## src/rtl/ip_codma_states_pkg.sv

```systemverilog
// Shared state encoding and beat-size helper for the CODMA write engine.
package ip_codma_states_pkg;

  typedef enum logic [2:0] {
    WR_IDLE    = 3'd0,
    WR_ASK     = 3'd1,
    WR_GRANTED = 3'd2,
    WR_DONE    = 3'd3,
    WR_ERROR   = 3'd4
  } write_state_t;

  function automatic int unsigned WR_BEAT_BYTES(input int unsigned data_w);
    return data_w / 32'd8;
  endfunction

endpackage

```

## src/rtl/ip_codma_burst_wr_engine.sv

```systemverilog
// Burst write engine: arbitrates for the bus, streams read-side data as
// incrementing-address write beats and reports completion or error.
module ip_codma_burst_wr_engine
  import ip_codma_states_pkg::*;
#(
  parameter int DATA_W    = 32,
  parameter int ADDR_W    = 32,
  parameter int MAX_BEATS = 16,
  localparam int LEN_W    = $clog2(MAX_BEATS + 1)
) (
  input  logic              clk_i,
  input  logic              reset_i,
  input  logic              req_valid_i,
  output logic              req_ready_o,
  input  logic [ADDR_W-1:0] req_addr_i,
  input  logic [LEN_W-1:0]  req_len_i,
  input  logic              data_valid_i,
  input  logic [DATA_W-1:0] data_i,
  output logic              data_ready_o,
  output logic              bus_req_o,
  input  logic              bus_grant_i,
  output logic              bus_write_o,
  output logic [ADDR_W-1:0] bus_addr_o,
  output logic [DATA_W-1:0] bus_wdata_o,
  input  logic              bus_ready_i,
  input  logic              bus_error_i,
  input  logic              stop_i,
  output logic              done_o,
  output logic              error_o,
  output logic [LEN_W-1:0]  beats_left_o,
  output write_state_t      wr_state_o
);

  localparam logic [ADDR_W-1:0] BEAT_INC = ADDR_W'(WR_BEAT_BYTES(DATA_W));
  localparam logic [LEN_W-1:0]  LEN_MAX  = LEN_W'(MAX_BEATS);
  localparam logic [LEN_W-1:0]  LEN_ONE  = LEN_W'(1);

  write_state_t      state_r;
  write_state_t      state_nxt_s;
  logic              illegal_s;
  logic              accept_s;
  logic              len_ok_s;
  logic              beat_s;
  logic              last_beat_s;
  logic [ADDR_W-1:0] addr_r;
  logic [LEN_W-1:0]  beats_left_r;
  logic              done_r;
  logic              error_r;

  // Stop and bus error both suppress the beat so neither advances the counters.
  assign accept_s    = (state_r == WR_IDLE) && req_valid_i && !stop_i;
  assign len_ok_s    = (req_len_i != '0) && (req_len_i <= LEN_MAX);
  assign beat_s      = (state_r == WR_GRANTED) && data_valid_i && bus_ready_i
                       && !stop_i && !bus_error_i;
  assign last_beat_s = beat_s && (beats_left_r == LEN_ONE);

  // Next-state decode; stop overrides everything, then error, last beat, grant loss.
  always_comb begin
    state_nxt_s = state_r;
    illegal_s   = 1'b0;
    if (stop_i) begin
      state_nxt_s = WR_IDLE;
    end else begin
      case (state_r)
        WR_IDLE: begin
          if (req_valid_i) begin
            if (len_ok_s) begin
              state_nxt_s = WR_ASK;
            end else begin
              state_nxt_s = WR_ERROR;
            end
          end else begin
            state_nxt_s = WR_IDLE;
          end
        end
        WR_ASK: begin
          if (bus_error_i) begin
            state_nxt_s = WR_ERROR;
          end else if (bus_grant_i) begin
            state_nxt_s = WR_GRANTED;
          end else begin
            state_nxt_s = WR_ASK;
          end
        end
        WR_GRANTED: begin
          if (bus_error_i) begin
            state_nxt_s = WR_ERROR;
          end else if (last_beat_s) begin
            state_nxt_s = WR_DONE;
          end else if (!bus_grant_i && !beat_s) begin
            state_nxt_s = WR_ASK;
          end else begin
            state_nxt_s = WR_GRANTED;
          end
        end
        WR_DONE:  state_nxt_s = WR_IDLE;
        WR_ERROR: state_nxt_s = WR_IDLE;
        default: begin
          state_nxt_s = WR_IDLE;
          illegal_s   = 1'b1;
        end
      endcase
    end
  end

  // Bus-side outputs decoded from the state; write data passes straight through.
  always_comb begin
    req_ready_o  = 1'b0;
    bus_req_o    = 1'b0;
    bus_write_o  = 1'b0;
    bus_wdata_o  = '0;
    data_ready_o = 1'b0;
    case (state_r)
      WR_IDLE: begin
        req_ready_o = 1'b1;
      end
      WR_ASK: begin
        bus_req_o = 1'b1;
      end
      WR_GRANTED: begin
        bus_req_o    = 1'b1;
        bus_write_o  = data_valid_i;
        bus_wdata_o  = data_i;
        data_ready_o = bus_ready_i;
      end
      default: begin
        req_ready_o = 1'b0;
      end
    endcase
  end

  // State register.
  always_ff @(posedge clk_i or posedge reset_i) begin
    if (reset_i) begin
      state_r <= WR_IDLE;
    end else begin
      state_r <= state_nxt_s;
    end
  end

  // Completion and error pulses, coincident with the WR_DONE / WR_ERROR cycle.
  always_ff @(posedge clk_i or posedge reset_i) begin
    if (reset_i) begin
      done_r  <= 1'b0;
      error_r <= 1'b0;
    end else begin
      done_r  <= (state_nxt_s == WR_DONE);
      error_r <= (state_nxt_s == WR_ERROR) || illegal_s;
    end
  end

  // Address generator and beat counter; the address wraps silently.
  always_ff @(posedge clk_i or posedge reset_i) begin
    if (reset_i) begin
      addr_r       <= '0;
      beats_left_r <= '0;
    end else if (accept_s && len_ok_s) begin
      addr_r       <= req_addr_i;
      beats_left_r <= req_len_i;
    end else if (beat_s) begin
      addr_r       <= addr_r + BEAT_INC;
      beats_left_r <= beats_left_r - LEN_ONE;
    end else begin
      addr_r       <= addr_r;
      beats_left_r <= beats_left_r;
    end
  end

  assign bus_addr_o   = addr_r;
  assign beats_left_o = beats_left_r;
  assign done_o       = done_r;
  assign error_o      = error_r;
  assign wr_state_o   = state_r;

endmodule

```

## config.mk

```make
export PLATFORM = sky130hd
export DESIGN_NAME = ip_codma_burst_wr_engine
export DESIGN_NICKNAME = d
export VERILOG_FILES = /design/src/rtl/ip_codma_states_pkg.sv /design/src/rtl/ip_codma_burst_wr_engine.sv
export SDC_FILE = /design/constraint.sdc
export NUM_CORES = 1
export LEC_CHECK = 0
export ABC_CLOCK_PERIOD_IN_PS = 3100
export BUFFER_PORTS_ARGS = -buffer_cell sky130_fd_sc_hd__buf_2
export CORE_MARGIN = 5
export CORE_UTILIZATION = 44
export CTS_CLUSTER_DIAMETER = 40
export DETAILED_ROUTE_END_ITERATION = 16
export PLACE_DENSITY = 0.78
export SLEW_MARGIN = 0
export SYNTH_ARGS = -nofsm -noshare
export SYNTH_HDL_FRONTEND = slang
export SYNTH_SLANG_ARGS = --single-unit
```

## constraint.sdc

```tcl
create_clock -name clk_i -period 3.1 [get_ports clk_i]
set_clock_uncertainty 0.05 [all_clocks]
set_input_delay 0.31 -clock clk_i [delete_from_list [all_inputs] [get_ports clk_i]]
set_output_delay 0.31 -clock clk_i [all_outputs]
set_load 0.01 [all_outputs]
```

# Word level (Yosys, flattened, before mapping)

Cells that the tools add are included.

Reduce and logical (&&, ||, !) cells: 20
Muxes and demuxes: 20
Equal/unequal tests: 7
Magnitude comparators: 1
$add $sub $neg: 2

Operator list:

| cell                                             | number |
|---|---|
| 2-to-1 mux 32 bit                                | 3 |
| adder 32 x 3 -> 32 bit, second input constant    | 1 |
| 2-to-1 mux 3 bit                                 | 5 |
| logical AND 1 bit                                | 10 |
| 2-to-1 mux 5 bit                                 | 2 |
| == test 3 x 2 -> 1 bit, second input constant    | 3 |
| case mux 3 bit (3 select lines)                  | 1 |
| == test 3 bit, second input constant             | 2 |
| 2-to-1 mux 1 bit                                 | 6 |
| 2-to-1 mux 2 bit                                 | 3 |
| == test 5 x 1 -> 1 bit, second input constant    | 1 |
| <= comparator 5 bit, second input constant       | 1 |
| nonzero test 5 bit                               | 1 |
| OR reduction 5 bit                               | 1 |
| subtractor 5 x 1 -> 5 bit, second input constant | 1 |
| zero test 1 bit                                  | 4 |
| == test 3 x 1 -> 1 bit, second input constant    | 1 |
| zero test 3 bit                                  | 1 |
| nonzero test 2 bit                               | 1 |
| OR reduction 2 bit                               | 1 |
| logical OR 1 bit                                 | 1 |

Register bits after elaboration: 42
Bits of input ports: 77

# Depth between registers and ports, before layout

Gate-level depths: netlist of the first run.

Word-level depth: 14
Mapped depth: 8
Depth with buffers taken out: 6

# Least setup slack after synthesis of the first run

OpenSTA, ideal clock, no wires.

Path kind: reg-to-reg
From: register addr_r[13] (netlist: bus_addr_o[13])
To: register addr_r[27] (netlist: bus_addr_o[27])
Data arrival time: 2.284 ns
Clock period less this slack: 2.403 ns
Stages on the path, launching flop included: 8
Path buffers: 2
Slack: 0.697 ns
Setup time: 0.069 ns
Cell sequence: dfrtp_1 -> nand4_2 -> or3_1 -> buf_2 -> or4_1 -> buf_2 -> or4_1 -> nand3_1

Longest elaborated chain between the ends: 3

RTL lines:

| element                  | RTL line                        | text |
|---|---|---|
| start: declaration       | ip_codma_burst_wr_engine.sv:45  | `logic [ADDR_W-1:0] addr_r;` |
| start signal: assignment | ip_codma_burst_wr_engine.sv:158 | `addr_r <= req_addr_i;` |
| start signal: assignment | ip_codma_burst_wr_engine.sv:161 | `addr_r <= addr_r + BEAT_INC;` |
| start signal: assignment | ip_codma_burst_wr_engine.sv:164 | `addr_r <= addr_r;` |
| adder 32 x 3 -> 32 bit   | ip_codma_burst_wr_engine.sv:161 |  |
| 2-to-1 mux 32 bit        | ip_codma_burst_wr_engine.sv:160 | `end else if (beat_s) begin` |
| 2-to-1 mux 32 bit        | ip_codma_burst_wr_engine.sv:157 | `end else if (accept_s && len_ok_s) begin` |

Every way passes these cells. The select of a mux whose other input is x is not followed.
A chain may end at the register's enable or synchronous reset.

# Worst setup path in the final report of the first run

From: register addr_r[10] (netlist: bus_addr_o[10])
To: register addr_r[25] (netlist: bus_addr_o[25])

Same word-level chain as after synthesis.

==> results of run 1 <==
[cells in the mapped netlist, types with 2 or more instances]
| master | count | area, um2 |
|---|---|---|
| a32oi_1 | 3 | 26.3 |
| a221o_1 | 3 | 30.0 |
| nor3_1 | 11 | 55.1 |
| buf_2 | 4 | 20.0 |
| nor3b_1 | 3 | 22.5 |
| or4_1 | 4 | 30.0 |
| and3_1 | 2 | 12.5 |
| ha_1 | 3 | 37.5 |
| mux2i_1 | 2 | 20.0 |
| o211ai_1 | 6 | 45.0 |
| and4_1 | 2 | 17.5 |
| nand3_1 | 11 | 55.1 |
| nor2_1 | 21 | 78.8 |
| and2_1 | 35 | 219 |
| a21oi_1 | 6 | 30.0 |
| a31oi_1 | 2 | 12.5 |
| buf_1 | 2 | 7.51 |
| inv_1 | 7 | 26.3 |
| nor4_1 | 8 | 50.1 |
| nand4_1 | 6 | 37.5 |
| xor2_1 | 5 | 43.8 |
| nand2_1 | 44 | 165 |
| dfrtp_1 | 42 | 1050 |
| xnor2_1 | 16 | 140 |
| or3_1 | 3 | 18.8 |
| o21ai_1 | 2 | 10.0 |
| clkbuf_1 | 10 | 37.5 |
| o21ai_0 | 24 | 120 |
[flip-flops by register name (all words and copies together), names as in the netlist]
name and flops:
beats_left_o 5, bus_addr_o 32, done_o 1, error_o 1
wr_state_o 3
[metrics by stage]
stage	instance area (um2)	total power (W)	utilization	instances
after floorplan	2610	0.00110	-	305
after global placement	3440	0.00135	0.588	522
after detailed placement	3440	0.00137	0.588	522
after CTS	3520	0.00171	0.601	529
after global routing	3520	0.00181	0.602	530
final	3520	0.00170	0.602	530
[worst max path at each step]
stage / slack, ns / cells after the start / from / end
floorplan: 0.70 / 7 / bus_addr_o[13]$_DFFE_PP0P_ / bus_addr_o[27]$_DFFE_PP0P_
global placement: 0.57 / 6 / stop_i / bus_addr_o[27]$_DFFE_PP0P_
detailed placement: 0.54 / 6 / stop_i / bus_addr_o[25]$_DFFE_PP0P_
global route: 0.40 / 5 / bus_addr_o[10]$_DFFE_PP0P_ / bus_addr_o[25]$_DFFE_PP0P_
CTS: 0.55 / 5 / bus_addr_o[10]$_DFFE_PP0P_ / bus_addr_o[25]$_DFFE_PP0P_
finish: 0.53 / 5 / bus_addr_o[10]$_DFFE_PP0P_ / bus_addr_o[25]$_DFFE_PP0P_
[cell type report]
cell class / count / area [um2]
Fill cell: 537 / 2330
Multi-Input combinational cell: 238 / 1450
Sequential cell: 42 / 1050
Timing Repair Buffer: 160 / 816
Tap cell: 75 / 93.8
Clock buffer: 5 / 68.8
Inverter: 7 / 26.3
Clock inverter: 2 / 10.0
Antenna cell: 1 / 2.50
[power by group through the flow]
stage	combinational, W	sequential, W	clock (W)
after floorplan	0.000221	0.000874	0
after global placement	0.000510	0.000837	0
after detailed placement	0.000523	0.000849	0
after CTS	0.000526	0.000838	0.000345
after global routing	0.000577	0.000865	0.000364
final	0.000516	0.000842	0.000338
[metal layers]
metal,vias up,track usage
met5,-,0
met4,0,0.0765
met3,15,0.0492
met2,120,0.410
met1,1336,0.240
li1,1363,-
[cells by family after synthesis]
family	Yosys count	synth area share
adder cells (fa/ha/maj)	3	0.0144
flip-flops	42	0.403
multiplexers	2	0.00768
AND/OR/NAND/NOR	161	0.340
XOR/XNOR	21	0.0705
AO/OA/AOI/OAI	51	0.122
buffers and inverters	25	0.0422
[cells in the final DEF, fill, tap and decap left out, drive strengths merged, types with 2 or more instances in the layout]
| master | netlist | routed |
|---|---|---|
| nand3 | 12 | 12 |
| a21oi | 6 | 6 |
| nand2 | 46 | 46 |
| clkinv | 0 | 3 |
| nor3b | 4 | 4 |
| nor4 | 8 | 8 |
| o211ai | 6 | 6 |
| or3 | 3 | 3 |
| ha | 3 | 3 |
| a32oi | 3 | 3 |
| nor2 | 21 | 21 |
| xor2 | 5 | 5 |
| inv | 7 | 6 |
| dfrtp | 42 | 42 |
| nand4 | 7 | 7 |
| buf | 8 | 160 |
| clkbuf | 10 | 5 |
| and2 | 35 | 35 |
| o21ai | 26 | 26 |
| and3 | 3 | 3 |
| or4 | 4 | 4 |
| a31oi | 2 | 2 |
| and4 | 2 | 2 |
| a221o | 3 | 3 |
| nor3 | 11 | 11 |
| mux2i | 2 | 2 |
| xnor2 | 16 | 16 |
==> summary.md, run 1 <==
| Metric | Value |
|---|---|
| Status | `finished, final reports clean` |
| CP startpoint kind | `register` |
| Die Footprint | `7570 um2` |
| DR vias/cell | `5.35` |
| CTS H-tree lvls | `2` |
| Post-synth EDFFs | `0` |
| Worst reg-to-reg path cell count | `5` |
| Met2 Routed Length | `4360 um` |
| Cells after Synth | `305` |
| Clock power share | `0.199` |
| Average size of a mapped cell | `8.55 um2` |
| Hold_ws | `0.000718 ns` |
| Starting Density | `0.446` |
| Post-route setup slack | `0.529 ns` |
| Endpoints failing setup | `0` |
| Crit path DAT | `2.75 ns` |
| Net switching power | `0.000631 W` |
| Final HPWL DP | `6830 um` |
| CP Buf/Inv Count | `0` |
| Drt pass-1 iters | `4` |
| Critical path class | `register to register` |
| Reg2reg start | `bus_addr_o[10]$_DFFE_PP0P_` |
| Most used cell, CP | `or4_1` |
| Setup crit end kind | `register` |
| Pin count of the biggest net entering global routing | `34` |
| Die Ht | `87.0 um` |
| Vias in the first global route | `2685` |
| Setup TNS | `0 ns` |
| Clk_lat worst skew | `0.30 ns` |
| Power Density | `482 nW/um2` |
| Io pins | `155` |
| Routed Antenna Nets | `0` |
| Final hold vios | `0` |
| Gate power share | `0.304` |
| Min-delay worst type | `input pin to async pin` |
| Setup slack at placement | `0.535 ns` |
| FFs w/ async S/R, synth | `1.00` |
| Net Sw Frac | `0.372` |
| Nets | `534` |
| Sequential share of power | `0.496` |
| TritonCTS clock tree | `yes` |
| Die width | `87.0 um` |
| Ys flop type | `dfrtp_1` |
| Least-Margin Pin Slew | `0.785 ns` |
| Met3 wire length | `772 um` |
| PortBufs | `154` |
| Maxcap violations | `0` |
| Netlist area before placement | `2610 um2` |
| Slew headroom | `0.474` |
| WL final | `8500 um` |
| Uppermost routed layer | `met4` |
| Fmax | `389 MHz` |
| Resized Gates After CTS | `0` |
| Sequential-to-total area share from yosys stat | `0.403` |
| Clock tree root driver cell | `clkbuf_8` |
| Num rows | `28` |
| R2R Path End | `bus_addr_o[25]$_DFFE_PP0P_` |
| Internal power | `0.00106 W` |
| Routed met1 length | `3150 um` |
| CTS Sinks | `42` |
| RSZ-0062 raised after global routing | `no` |
| First-pass GRT wire length | `13000 um` |
| Critical Path Max Stage Delay | `0.68 ns` |
| CP max FO | `9` |
| Worst path required time | `3.28 ns` |
| Syn-to-layout area delta | `35.0%` |
| DRT iter0 DRCs | `115` |
| Vias | `2834` |
| Peak VDD IR | `391 uV` |
| Worst path top cell family by delay | `simple AND/OR/NAND/NOR gates` |
| Worst path cell trace | `nand4_1 -> or3_1 -> or4_1 -> or4_1 -> nand3_1` |
| CTS buffer count | `5` |
| Initial antenna violation count | `1` |
| Avg WL per Cell | `16.0 um` |
| R2r setup slk | `0.53 ns` |
| All-Layer GR Usage | `0.219` |
| Syn nets | `385` |
| Reg clk slew, reported paths | `0.09 ns` |
| # hold bufs at CTS | `0` |
| Seq cells post-synth | `42` |
| Max clock buf depth | `2` |
| Synth unique cells | `46` |
| Post-CTS Setup Repair Bufs | `0` |
| Min Tclk post-route | `2.57 ns` |
| Slowest cell on crit path | `or4_1` |
| Period utilization | `0.829` |
| Final slew viol count | `0` |
| Final RePlAce weighted congestion | `0.845` |
| Leak Pwr | `1.76 nW` |
| Yosys warning total | `0` |
| GR Overflow Total | `0` |
| Core area | `5850 um2` |
| DR DRC count | `0` |
| Fraction of layout cells with a size suffix above 1 | `0.390` |
No activity file was read; power rests on OpenSTA's default activity.
==> inputs of run 2 (changes only) <==
ABC_CLOCK_PERIOD_IN_PS = 2370   (was 3100)
clock period = 2.37 ns   (was 3.1 ns; I/O delays follow)
==> run 2 against run 1 <==
Against the previous run:
- core utilization rose by 2.7 points
- die area unchanged
- total power rose by 37%
- routed wire length increased by 2.6%
- combinational power grew 43%
- clock power rose by 45%
- critical path depth stayed put
- critical endpoint is now bus_addr_o[31]$_DFFE_PP0P_
==> summary.md, run 2 (synthesized netlist as in run 1, its figures left out) <==
| Metric | Value |
|---|---|
| Vias in the first global route | `2855 (+6.3%)` |
| Leak Pwr | `1.82 nW (+3.6%)` |
| Worst path required time | `2.54 ns (-0.74 ns)` |
| Pin count of the biggest net entering global routing | `43 (+26%)` |
| WL final | `8720 um (+2.6%)` |
| Crit path DAT | `2.46 ns (-0.29 ns)` |
| Commonest non-fill, non-tap cell in the layout | `buf_2` |
| Reg area | `1060 um2 (+0.71%)` |
| Max clock buf depth | `2 (unchanged)` |
| Min-delay worst type | `input pin to async pin` |
| Num rows | `28 (unchanged)` |
| Routed Antenna Nets | `0 (unchanged)` |
| Total power | `0.00232 W (+37%)` |
| CP startpoint kind | `register` |
| RSZ-0062 raised after global routing | `no` |
| CTS buffer count | `5 (unchanged)` |
| PortBufs | `154 (unchanged)` |
| Power Density | `631 nW/um2 (+31%)` |
| Area of the multi-input gates | `1490 um2 (+2.2%)` |
| Final slew viol count | `0 (unchanged)` |
| Starting Density | `0.446 (unchanged)` |
| Nets | `547 (+2.4%)` |
| DR vias/cell | `5.38 (+0.71%)` |
| Reg2reg start | `bus_addr_o[9]$_DFFE_PP0P_` |
| Clk_lat worst skew | `0.30 ns (about the same)` |
| DR DRC count | `0 (unchanged)` |
| Fillers | `547 (+1.9%)` |
| Critical Path Start | `bus_addr_o[9]$_DFFE_PP0P_` |
| Number of flip-flops in the largest register | `32 (unchanged)` |
| Drt pass-1 iters | `4 (unchanged)` |
| Post-route setup slack | `0.0810 ns (-0.448 ns)` |
| Setup slack at placement | `0.0589 ns (-0.476 ns)` |
| CP max FO | `5 (-4)` |
| DRT iter0 DRCs | `154 (+34%)` |
| TritonCTS clock tree | `yes` |
| Most frequent cells in the layout | `154 x buf_2, 44 x nand2_1, 36 x dfrtp_1` |
| GR Overflow Total | `0 (unchanged)` |
| All-Layer GR Usage | `0.225 (+0.00607)` |
| ANT cells | `0 (-1)` |
| Avg WL per Cell | `16.1 um (+0.12%)` |
| Period utilization | `0.966 (+0.136)` |
| Maxcap violations | `0 (unchanged)` |
| Fraction of layout cells with a size suffix above 1 | `0.427 (+0.0375)` |
| First-pass GRT wire length | `13400 um (+3.2%)` |
| Least-Margin Pin Slew | `0.696 ns (-0.0882 ns)` |
| Reg clk slew, reported paths | `0.09 ns (about the same)` |
| Min Tclk post-route | `2.29 ns (-0.282 ns)` |
| Core area | `5850 um2 (unchanged)` |
| Endpoints failing setup | `0 (unchanged)` |
| Io pins | `155 (unchanged)` |
| Die width | `87.0 um (unchanged)` |
| Fmax | `437 MHz (+12%)` |
| # hold bufs at CTS | `0 (unchanged)` |
| Clock tree root driver cell | `clkbuf_8` |
| Critical path class | `register to register` |
| Syn-to-layout area delta | `41.0%` |
| Initial antenna violation count | `0 (-1)` |
| Final HPWL DP | `6780 um (-0.63%)` |
| Vias | `2924 (+3.2%)` |
| Setup TNS | `0 ns (unchanged)` |
| Final hold vios | `0 (unchanged)` |
| Final RePlAce weighted congestion | `0.830 (-1.8%)` |
| Slew headroom | `0.536 (+0.0620)` |
| Peak VDD IR | `531 uV (+36%)` |
| CTS H-tree lvls | `2 (unchanged)` |
| Status | `finished, final reports clean` |
| Hold_ws | `0.0110 ns (+0.0102 ns)` |
| Die Ht | `87.0 um (unchanged)` |
| Setup crit end kind | `register` |
| Die Footprint | `7570 um2 (unchanged)` |
| CTS Sinks | `42 (unchanged)` |
## run 2: timing repair
action	CTS	global route
endpoints found under the setup margin	0	2
resized for setup	0	4
buffers inserted	0	2
hold endpoints to repair	0	0
## run 2: per-stage QoR
stage / cells / area (um2) / util
final: 543 / 3680 / 0.629
after CTS: 540 / 3640 / 0.622
after detailed placement: 532 / 3550 / 0.606
after global routing: 543 / 3680 / 0.629
after floorplan: 305 / 2650 / -
after global placement: 532 / 3550 / 0.606
## run 2: path summary, 6_finish.rpt
path / endpoint / slack, ns / cells past startpoint
max in group asynchronous: bus_addr_o[14]$_DFFE_PP0P_ / 1.84 / 3
min in group clk_i: bus_addr_o[1]$_DFFE_PP0P_ / 0.07 / 3
worst min-delay path: done_o$_DFF_PP0_ / 0.01 / 3
worst min register to register: bus_addr_o[1]$_DFFE_PP0P_ / 0.44 / 2
worst max register to register: bus_addr_o[31]$_DFFE_PP0P_ / 0.08 / 5
worst max-delay path: bus_addr_o[31]$_DFFE_PP0P_ / 0.08 / 5
## run 2: layout make-up
| type | count | area share |
|---|---|---|
| clock inverters | 2 | 0.00340 |
| clock buffers | 6 | 0.0225 |
| inverters | 7 | 0.00715 |
| repair buffers | 172 | 0.250 |
| well taps | 75 | 0.0255 |
| flip-flops and latches | 42 | 0.288 |
| multi-input cells | 239 | 0.404 |
## run 2: report_power, final
part	switching, W	internal, W	total, W
Clock	0.000257	0.000234	0.000491
Sequential	0.000211	0.000880	0.00109
Combinational	0.000387	0.000352	0.000739
Total	0.000854	0.00147	0.00232
## run 2: routing by layer
metal | vias to the layer above | wire (um) | GRT usage
met2 | 134 | 4520 | 0.423
met1 | 1373 | 3200 | 0.246
li1 | 1398 | - | -
met3 | 19 | 781 | 0.0464
met5 | - | 0 | 0
met4 | 0 | 220 | 0.0807
## run 2: worst max-delay path, stage by stage, from the launching register on
cell	delay [ns]
dfrtp_1	0.39
and3_4	0.21
or3b_4	0.40
or4_4	0.58
or3_4	0.38
a31oi_1	0.20
